$ cat src/rtl/cell_cfg_loader.sv
// Serial configuration loader for the mux-based cell array: shifts a frame into a shadow
// register and commits it atomically to cfg_d. Optional even-parity check: CELL_CFG_PARITY_EN.
module cell_cfg_loader #(
    parameter int unsigned NUM_CELLS = 8,
    parameter int unsigned CFG_W     = 4
) (
    input  logic                       CLK,
    input  logic                       CLR,
    input  logic                       start,
    input  logic                       abort,
    input  logic                       bit_in,
    input  logic                       bit_valid,
    output logic                       bit_ready,
    output logic [NUM_CELLS*CFG_W-1:0] cfg_d,
    output logic                       cfg_done,
    output logic                       cfg_err,
    output logic                       busy
);

    localparam int unsigned TOTAL = NUM_CELLS * CFG_W;
    localparam int unsigned CNT_W = $clog2(TOTAL + 1);

`ifdef CELL_CFG_PARITY_EN
    typedef enum logic [1:0] {StIdle, StLoad, StPar, StCommit} state_t;
`else
    typedef enum logic [1:0] {StIdle, StLoad, StCommit} state_t;
`endif

    state_t           state_q, state_d;
    logic [CNT_W-1:0] count_q, count_d;
    logic [TOTAL-1:0] shadow_q, shadow_d;
    logic [TOTAL-1:0] cfg_q, cfg_nxt;
    logic             done_q, done_d;
`ifdef CELL_CFG_PARITY_EN
    logic             err_q, err_d;
`endif

    always_ff @(posedge CLK or negedge CLR) begin
        if (!CLR) begin
            state_q  <= StIdle;
            count_q  <= '0;
            shadow_q <= '0;
            cfg_q    <= '0;
            done_q   <= 1'b0;
`ifdef CELL_CFG_PARITY_EN
            err_q    <= 1'b0;
`endif
        end else begin
            state_q  <= state_d;
            count_q  <= count_d;
            shadow_q <= shadow_d;
            cfg_q    <= cfg_nxt;
            done_q   <= done_d;
`ifdef CELL_CFG_PARITY_EN
            err_q    <= err_d;
`endif
        end
    end

    always_comb begin
        state_d   = state_q;
        count_d   = count_q;
        shadow_d  = shadow_q;
        cfg_nxt   = cfg_q;
        done_d    = 1'b0;
        bit_ready = 1'b0;
        busy      = 1'b1;
`ifdef CELL_CFG_PARITY_EN
        err_d     = err_q;
`endif
        unique case (state_q)
            StIdle: begin
                busy = 1'b0;
                if (start) begin
                    state_d  = StLoad;
                    count_d  = '0;
                    shadow_d = '0;
`ifdef CELL_CFG_PARITY_EN
                    err_d    = 1'b0;
`endif
                end
            end
            StLoad: begin
                bit_ready = 1'b1;
                if (abort) begin
                    state_d = StIdle;
                end else if (bit_valid) begin
                    // Compare-per-bit write keeps the index width independent of TOTAL.
                    for (int unsigned i = 0; i < TOTAL; i++) begin
                        if (count_q == CNT_W'(i)) shadow_d[i] = bit_in;
                    end
                    count_d = count_q + CNT_W'(1);
                    if (count_q == CNT_W'(TOTAL - 1)) begin
`ifdef CELL_CFG_PARITY_EN
                        state_d = StPar;
`else
                        state_d = StCommit;
`endif
                    end
                end
            end
`ifdef CELL_CFG_PARITY_EN
            StPar: begin
                bit_ready = 1'b1;
                if (abort) begin
                    state_d = StIdle;
                end else if (bit_valid) begin
                    if ((^shadow_q) ^ bit_in) begin
                        err_d   = 1'b1;
                        state_d = StIdle;
                    end else begin
                        state_d = StCommit;
                    end
                end
            end
`endif
            StCommit: begin
                cfg_nxt = shadow_q;
                done_d  = 1'b1;
                state_d = StIdle;
            end
            default: state_d = StIdle;
        endcase
    end

    assign cfg_d    = cfg_q;
    assign cfg_done = done_q;
`ifdef CELL_CFG_PARITY_EN
    assign cfg_err  = err_q;
`else
    assign cfg_err  = 1'b0;
`endif

endmodule
$ cat config.mk
export PLATFORM = sky130hd
export DESIGN_NAME = cell_cfg_loader
export DESIGN_NICKNAME = d
export VERILOG_FILES = /design/src/rtl/cell_cfg_loader.sv
export SDC_FILE = /design/constraint.sdc
export NUM_CORES = 1
export LEC_CHECK = 0
export BUFFER_PORTS_ARGS = -buffer_cell sky130_fd_sc_hd__buf_4
export CELL_PAD_IN_SITES_DETAIL_PLACEMENT = 0
export CELL_PAD_IN_SITES_GLOBAL_PLACEMENT = 1
export CORE_AREA = 8 8 113 115
export CTS_BUF_LIST = sky130_fd_sc_hd__clkbuf_4 sky130_fd_sc_hd__clkbuf_8 sky130_fd_sc_hd__clkbuf_16
export DETAILED_ROUTE_END_ITERATION = 12
export DIE_AREA = 0 0 121 123
export PLACE_DENSITY_LB_ADDON = 0.1
export SYNTH_ARGS = -nofsm -noshare
export SYNTH_HDL_FRONTEND = slang
export SYNTH_SLANG_ARGS = --single-unit
$ cat constraint.sdc
create_clock -name CLK -period 1.7 [get_ports CLK]
set_input_delay 0.51 -clock CLK [delete_from_list [all_inputs] [get_ports CLK]]
set_output_delay 0.51 -clock CLK [all_outputs]
set_load 0.1 [all_outputs]
==> results of run 1 <==
cell type report:
type | instances | area (sq um) | area share [%]
Clock buffer | 12 | 267 | 6.03
Clock inverter | 4 | 97.6 | 2.21
Inverter | 6 | 22.5 | 0.510
Multi-Input combinational cell | 171 | 1340 | 30.4
Sequential cell | 73 | 1830 | 41.4
Tap cell | 143 | 179 | 4.05
Timing Repair Buffer | 81 | 681 | 15.4
cells by family (layout without fill, tap and decap cells):
kind of cell	after synthesis	in the layout	share of synthesized area [%]
AND/OR/NAND/NOR	79	79	11.8
other	1	1	0.116
buffers and inverters	24	103	3.14
XOR/XNOR	3	3	0.815
adder cells (fa/ha/maj)	4	4	1.55
flip-flops	73	73	56.7
multiplexers	54	54	18.0
AO/OA/AOI/OAI	30	30	7.92
critical path: cells and delay by family (launching register included):
family	cells	cell delay, ns
and+or+nand+nor	1	0.25
buffers and inverters	2	0.29
DFF	1	0.39
worst max-delay path by stage:
stage / start / end / slack, ns / cells past startpoint
4_1_cts: state_q[0] / busy / -0.09 / 3
6_report: state_q[0] / busy / -0.07 / 3
2_1_floorplan: start / shadow_q[12] / -0.03 / 5
3_3_place_gp: start / shadow_q[12] / -0.25 / 5
5_1_grt: state_q[0] / busy / -0.11 / 3
3_5_place_dp: start / shadow_q[12] / -0.30 / 5
cell usage after synthesis (all sizes together):
library cell | number | area (sq um)
conb | 1 | 3.75
nor2b | 5 | 31.3
buf | 5 | 30.0
o31ai | 10 | 75.1
and2 | 1 | 6.26
mux2i | 22 | 220
mux2 | 32 | 360
nand2b | 1 | 6.26
nor3 | 2 | 10.0
a31o | 1 | 8.76
or3b | 1 | 8.76
a2111oi | 2 | 55.1
a41o | 1 | 10.0
and3 | 1 | 6.26
nor2 | 6 | 22.5
nor4 | 1 | 6.26
o211ai | 10 | 75.1
a31oi | 1 | 6.26
nand2 | 38 | 145
xor2 | 3 | 26.3
nor4bb | 1 | 10.0
nand3 | 13 | 65.1
o21ai | 5 | 25.0
ha | 4 | 50.1
clkbuf | 13 | 48.8
dfrtp | 73 | 1830
nor3b | 1 | 7.51
nand4 | 6 | 37.5
nand4bb | 1 | 11.3
inv | 6 | 22.5
or2 | 1 | 6.26
layer usage:
metal / global-route usage [%] / part of all wire, %
met1: 13.7 / 47
met2: 17.5 / 47
met3: 2.79 / 3.9
met4: 5.93 / 2.1
met5: 0 / 0
power by group:
part	switching, mW	leakage (nW)	internal [mW]
logic	0.300	1.04	0.204
registers	0.0154	1.02	1.76
clock network	0.725	0.175	1.55
per-stage QoR:
step	hold slack (ns)	utilization, %	power (mW)
2_1_floorplan	0.214	-	2.04
3_3_place_gp	0.391	35.2	2.23
3_5_place_dp	0.394	35.2	2.23
4_1_cts	0.0400	39.3	4.60
5_1_grt	0.0433	39.9	4.72
6_report	0.0399	39.9	4.55
state kept, by name, summed over array words and instances (netlist names):
signal / flops
count_q: 6
state_q: 2
shadow_q: 32
cfg_done: 1
cfg_d: 32
repair_timing:
item,in CTS,in global routing
gates cloned,0,0
pin swaps,3,2
setup endpoints to repair,9,23
gates resized for setup,12,8
buffers inserted,5,4
==> metrics.txt, run 1 <==
run status finished, violations left; failing checks setup timing; Ys Warns 0; grt total ovfl 0; crit path time final 1.77 ns; clock sink total 73; slowest CP cell dfrtp_1; clock root cell clkbuf_16; design area 4420 sq um; Syn Area/Cell 12.0 sq um; Crit Path Category flip-flop to primary output; placer congestion estimate 0.737; Ant. Diodes 0; Iter 0 DRT Violations 107; r2r endpoint shadow_q[12]; FILL cells 1088; fmax 564 MHz; final setup TNS -0.0939 ns; critical path endpoint category primary output; Die W 121 um; drt wl/cell 15.7 um; NumNets Final 352; io pins 42; core area 11100 sq um; layout cell share with drive strength beyond 1 40.9%; final clock skew 0.00835 ns; Area Growth Syn to Fin 37.0%; clk_lat worst skew 0.33 ns; VDD IR-drop max 363 uV; # DRC 0; drt via density 4.65; RSZ-0062 raised after global routing yes; CTS Hold Bufs 0; Netlist Area Pre-Place 3220 sq um; placed inst area 3900 sq um; most frequent cells in the layout dfrtp_1 (73), buf_4 (71), nand2_1 (36); final slew viol count 0; Vias 2279; final setup fails 2; CTS max path bufs 2; Arrival @ worst endpoint 1.26 ns; first-pass GRT wire length 12.8 mm; Critical Path RT 1.19 ns; Worst R2R Start state_q[0]; startpoint types flip-flop; final hold vios 0; Reg2Reg Depth 4; CTS Buf Count 9; antenna violations before repair 0; drt total wl 7.71 mm; CP peak stage delay 0.39 ns; H-tree Lvls 3; most common cell after layout, fill and taps aside dfrtp_1; pin count of the biggest net entering global routing 42; Finished Layout Cells 490; clock slew at reported path FFs 0.06 ns; die height 123 um; #FFs+latches synth 73; synthesized net count 278; DRT Pass-1 Iters 6; vias in the first global route 2454; Placement Setup Slack -0.298 ns; Final ANT Viol Nets 0; PD cells 1030 nW/um^2; PortBufs 40; Max-Cap Viols 0; Pleak 2.23 nW; # rows 39; Syn Inst Count 268; Initial Util 29.1%; r2r setup slk -0.02 ns; crit share post-route 104%; die area 14900 sq um; gr usage total 11.1%; Final HPWL DP 5.41 mm; Netlist cell types 34; CTS tree yes; Hold Path Class primary input to asynchronous set/reset pin; Worst Setup Slack, final -0.0746 ns; dpl cells 465; sequential fraction of the synthesis area 56.7%; worst path cell trace buf_6, or2_4, buf_12; CP max FO 4
Note: power is estimated with default switching activity, not from simulation.
==> run 2: changes to the inputs <==
- HOLD_SLACK_MARGIN: unset -> 0.05
- REMOVE_ABC_BUFFERS: unset -> 1
==> run 2 against run 1 <==
Against the previous run: the flow still finishes with violations (setup timing); die area is the same; sequential share of layout area grew 1.6 points; maximum frequency grew 0.42%; first-iteration DRC count shrank 35%; setup slack gained 0.0074 ns; via count shrank 2.5%; register-to-register slack gained 0.03 ns; power shrank 7.6%; combinational power shrank 9.3%; critical path type unchanged; flip-flop and latch count is the same.
==> metrics.txt, run 2 (synthesis results as in run 1) <==
Max-Cap Viols 0 (unchanged); NumNets Final 338 (was 352); gr usage total 10.4% (was 11.1%); crit path time final 1.77 ns (about the same); final setup TNS -0.0696 ns (was -0.0939 ns); run status finished, violations left (unchanged); drt wl/cell 15.4 um (was 15.7 um); Final HPWL DP 4.87 mm (was 5.41 mm); failing checks setup timing (unchanged); clock root cell clkbuf_16 (unchanged); Final ANT Viol Nets 0 (unchanged); most frequent cells in the layout dfrtp_1 (73), buf_4 (58), nand2_1 (37) (was dfrtp_1 (73), buf_4 (71), nand2_1 (36)); RSZ-0062 raised after global routing yes (unchanged); drt via density 4.67 (was 4.65); # rows 39 (unchanged); FILL cells 1104 (was 1088); Hold Path Class primary input to asynchronous set/reset pin (unchanged); Critical Path RT 1.19 ns (about the same); PortBufs 40 (unchanged); most common cell after layout, fill and taps aside dfrtp_1 (unchanged); pin count of the biggest net entering global routing 74 (was 42); antenna violations before repair 0 (unchanged); placer congestion estimate 0.752 (was 0.737); grt total ovfl 0 (unchanged); Vias 2222 (was 2279); Crit Path Category flip-flop to primary output (unchanged); Pleak 2.15 nW (was 2.23 nW); crit share post-route 104% (about the same); final clock skew 0.00428 ns (was 0.00835 ns); final setup fails 2 (unchanged); critical path endpoint category primary output (unchanged); die height 123 um (unchanged); register area 1830 sq um (unchanged); WHS 0.181 ns (was 0.0399 ns); vias in the first global route 2297 (was 2454); first-pass GRT wire length 12.1 mm (was 12.8 mm); clock sink total 73 (unchanged); Ant. Diodes 0 (unchanged); Initial Util 29.1% (unchanged); CTS Buf Count 9 (unchanged); dpl cells 457 (was 465); Finished Layout Cells 476 (was 490); final slew viol count 0 (unchanged); Area Growth Syn to Fin 31.8% (was 37.0%); Die W 121 um (unchanged); drt total wl 7.32 mm (was 7.71 mm); Arrival @ worst endpoint 1.26 ns (about the same); DRT Pass-1 Iters 4 (was 6); H-tree Lvls 3 (unchanged); Multi-input gate area 1320 sq um (was 1340 sq um); PD cells 990 nW/um^2 (was 1030 nW/um^2); Iter 0 DRT Violations 70 (was 107); final hold vios 0 (unchanged); VDD IR-drop max 363 uV (about the same); die area 14900 sq um (unchanged); clk_lat worst skew 0.33 ns (about the same); startpoint types flip-flop (unchanged); io pins 42 (unchanged); CTS tree yes (unchanged); Worst Setup Slack, final -0.0672 ns (was -0.0746 ns); CTS max path bufs 2 (unchanged); Placement Setup Slack -0.241 ns (was -0.298 ns); CP max FO 6 (was 4); layout cell share with drive strength beyond 1 37.8% (was 40.9%); clock slew at reported path FFs 0.06 ns (about the same); core area 11100 sq um (unchanged); # DRC 0 (unchanged); fmax 566 MHz (was 564 MHz)
[run 2: changes by cell type in the layout (fill, tap and decap cells not counted), sizes merged]
cell,previous run,this run
bufinv,3,2
buf,81,67
clkbuf,12,9
clkinv,0,5
clkinvlp,1,0
[run 2: worst max-delay path, cell delays in order (launching register included)]
cell and delay [ns]:
dfrtp_1 0.39, buf_6 0.14, or2_4 0.23, buf_12 0.16
[run 2: final cells by class]
cell class / count / share of cell area [%]
clock buffer: 9 / 5.30
clock inverter: 7 / 2.00
inverter: 6 / 0.530
multi-input combinational: 171 / 31.1
sequential: 73 / 43.0
tap: 143 / 4.21
timing repair buffer: 67 / 13.9
[run 2: timing repair]
action | 4_1_cts | 5_1_grt
hold buffers | 0 | 0
pin swaps | 0 | 8
resized for setup | 11 | 5
setup endpoints to repair | 7 | 20
buffers inserted | 2 | 1
[run 2: stage by stage]
| stage | cell area (sq um) | utilization, % | power [mW] |
|---|---|---|---|
| after floorplan | 3150 | - | 2.01 |
| after global placement | 3860 | 34.8 | 2.21 |
| after detailed placement | 3860 | 34.8 | 2.21 |
| after CTS | 4230 | 38.1 | 4.28 |
| after global routing | 4250 | 38.4 | 4.39 |
| final | 4250 | 38.4 | 4.21 |
[run 2: worst paths after layout]
check	slack, ns	end	cells after the start	startpoint
max in group asynchronous	1.17	state_q[1]	2	CLR
min in group CLK	0.51	cfg_d[20]	1	shadow_q[20]
worst min-delay path	0.18	cfg_d[22]	2	CLR
worst min register to register	0.51	cfg_d[20]	1	shadow_q[20]
worst max register to register	0.01	shadow_q[12]	4	state_q[1]
worst max-delay path	-0.07	busy	3	state_q[1]
[run 2: per-layer routing]
layer | wire length [um] | share of wire, % | GRT usage (%) | up-vias
met4 | 153 | 2.1 | 5.62 | 0
li1 | - | - | - | 1077
met3 | 274 | 3.7 | 2.56 | 11
met5 | 0 | 0 | 0 | -
met2 | 3430 | 47 | 16.4 | 35
met1 | 3460 | 47 | 13.0 | 1099
[run 2: power breakdown]
group	internal [mW]	total [mW]	switching, mW
clock network	1.27	1.98	0.709
registers	1.76	1.77	0.0138
logic	0.175	0.457	0.282
==> run 3: changes to the inputs <==
- CORE_AREA: 8 8 113 115 -> 3 3 108 110
- DIE_AREA: 0 0 121 123 -> 0 0 111 113
- RECOVER_POWER: unset -> 100
==> run 3 against run 2 <==
Against the previous run: final area shrank 4.0%; combinational power down 1%; the flow still finishes with violations (setup timing); largest power group is now registers; setup slack got worse by 0.0089 ns; critical path type unchanged; power shrank 19%; largest cell class unchanged; clock power is 39% lower; sequential share of layout area increased by 1.8 points; flip-flop and latch count is the same; maximum frequency shrank 0.50%; count of clock-buffer cells in the layout up 3.
==> metrics.txt, run 3 (synthesis results as in run 1) <==
fmax 563 MHz (was 566 MHz); final setup fails 4 (was 2); r2r endpoint shadow_q[12] (unchanged); Hold Path Class primary input to asynchronous set/reset pin (unchanged); worst path cell trace buf_6, or2_4, buf_12 (unchanged); Die W 111 um (was 121 um); Top delay family on crit path flip-flops (unchanged); Critical Path RT 1.19 ns (about the same); CTS tree yes (unchanged); Crit Path Category flip-flop to primary output (unchanged); pin count of the biggest net entering global routing 74 (unchanged); crit share post-route 104% (about the same); PortBufs 40 (unchanged); Ant. Diodes 0 (unchanged); Worst Setup Slack, final -0.0761 ns (was -0.0672 ns); # DRC 0 (unchanged); drt total wl 6.95 mm (was 7.32 mm); Setup crit start state_q[0] (was state_q[1]); clock sink total 73 (unchanged); VDD IR-drop max 436 uV (was 363 uV); antenna violations before repair 0 (unchanged); placer congestion estimate 0.741 (was 0.752); clk_lat worst skew 0.34 ns (was 0.33 ns); CP bufs+invs 2 (unchanged); Placement Setup Slack -0.244 ns (was -0.241 ns); io pins 42 (unchanged); crit path time final 1.78 ns (was 1.77 ns); clock root cell clkbuf_8 (was clkbuf_16); CTS Hold Bufs 0 (unchanged); die height 113 um (was 123 um); Final HPWL DP 4.62 mm (was 4.87 mm); core area 10800 sq um (was 11100 sq um); Arrival @ worst endpoint 1.27 ns (was 1.26 ns); # rows 38 (was 39); first-pass GRT wire length 12.2 mm (was 12.1 mm); final hold vios 0 (unchanged); Reg2Reg Depth 4 (unchanged); DRT Pass-1 Iters 4 (unchanged); startpoint types flip-flop (unchanged); RSZ-0062 raised after global routing yes (unchanged); Slew @ Worst Pin 1.01 ns; critical path endpoint category primary output (unchanged); gr usage total 12.0% (was 10.4%); Vias 2206 (was 2222); vias in the first global route 2265 (was 2297); drt wl/cell 14.6 um (was 15.4 um); final slew viol count 0 (unchanged); clock slew at reported path FFs 0.08 ns (was 0.06 ns); Iter 0 DRT Violations 51 (was 70); CP max FO 5 (was 6); drt via density 4.62 (was 4.67); Stages on worst setup path 3 (unchanged); grt total ovfl 0 (unchanged); slowest CP cell dfrtp_1 (unchanged); Initial Util 29.9% (was 29.1%); r2r setup slk -0.03 ns (was 0.01 ns); Area Growth Syn to Fin 26.5% (was 31.8%); PD cells 837 nW/um^2 (was 990 nW/um^2); layout cell share with drive strength beyond 1 38.0% (was 37.8%); run status finished, violations left (unchanged); failing checks setup timing (unchanged); Max-Cap Viols 0 (unchanged); H-tree Lvls 3 (unchanged); most frequent cells in the layout dfrtp_1 (73), clkbuf_4 (40), nand2_1 (38) (was dfrtp_1 (73), buf_4 (58), nand2_1 (37)); crit path to busy (unchanged); most common cell after layout, fill and taps aside dfrtp_1 (unchanged); final total power 3.42 mW (was 4.21 mW); NumNets Final 342 (was 338); CTS max path bufs 2 (unchanged); final clock skew 0.0119 ns (was 0.00428 ns); CTS Buf Count 9 (unchanged); Worst R2R Start state_q[0] (was state_q[1]); Pleak 2.07 nW (was 2.15 nW); Final ANT Viol Nets 0 (unchanged); Max-slew headroom 32.9%; CP peak stage delay 0.39 ns (about the same); die area 12500 sq um (was 14900 sq um)
==> run 3: timing repair <==
item	4_1_cts	5_1_grt
setup endpoints to repair	6	19
gates resized for setup	11	3
setup buffers	3	2
==> run 3: power breakdown <==
group | switching (mW) | internal, mW
logic | 0.282 | 0.170
clock network | 0.626 | 0.570
registers | 0.0143 | 1.75
total | 0.922 | 2.49
==> run 3: worst reg2reg max path, delay by kind of cell (launching register included) <==
| kind | cells | cell delay [ns] |
|---|---|---|
| AO/OA/AOI/OAI | 1 | 0.41 |
| multiplexers | 1 | 0.14 |
| AND/OR/NAND/NOR | 2 | 0.66 |
| flip-flops | 1 | 0.39 |
==> run 3: layout make-up <==
| cell class | instances | area, sq um |
|---|---|---|
| clock inverter | 4 | 20.0 |
| tap | 140 | 175 |
| sequential | 73 | 1830 |
| fill | 1081 | 6710 |
| multi-input combinational | 171 | 1310 |
| clock buffer | 12 | 146 |
| timing repair buffer | 71 | 577 |
| inverter | 6 | 22.5 |
==> run 3: per-layer routing <==
| metal | up-vias | wire length [um] | global-route usage (%) |
|---|---|---|---|
| met2 | 39 | 3300 | 18.5 |
| met1 | 1084 | 3390 | 17.1 |
| met3 | 2 | 242 | 3.26 |
| met4 | 0 | 19 | 2.79 |
| met5 | - | 0 | 0 |
| li1 | 1081 | - | - |
==> run 3: how the worst min path moves through the flow <==
stage,startpoint,endpoint,cells past startpoint,slack (ns)
4_1_cts,CLR,cfg_d[27],2,0.19
3_5_place_dp,shadow_q[1],cfg_d[1],1,0.49
2_1_floorplan,CLR,cfg_d[0],0,0.21
5_1_grt,cfg_d[28],cfg_d[28],1,0.52
6_report,CLR,cfg_d[27],2,0.46
3_3_place_gp,cfg_d[18],cfg_d[18],1,0.49
==> run 3: per-stage QoR <==
stage | hold WS [ns] | instance area (sq um) | instances | util [%] | TNS (ns)
after floorplan | 0.214 | 3150 | 250 | - | -73.37
after global placement | 0.491 | 3870 | 456 | 35.8 | -3.56
after detailed placement | 0.493 | 3870 | 456 | 35.8 | -3.60
after CTS | 0.187 | 4100 | 475 | 38.0 | -0.276
after global routing | 0.525 | 4080 | 477 | 37.8 | -4.46
final | 0.458 | 4080 | 477 | 37.8 | -0.140
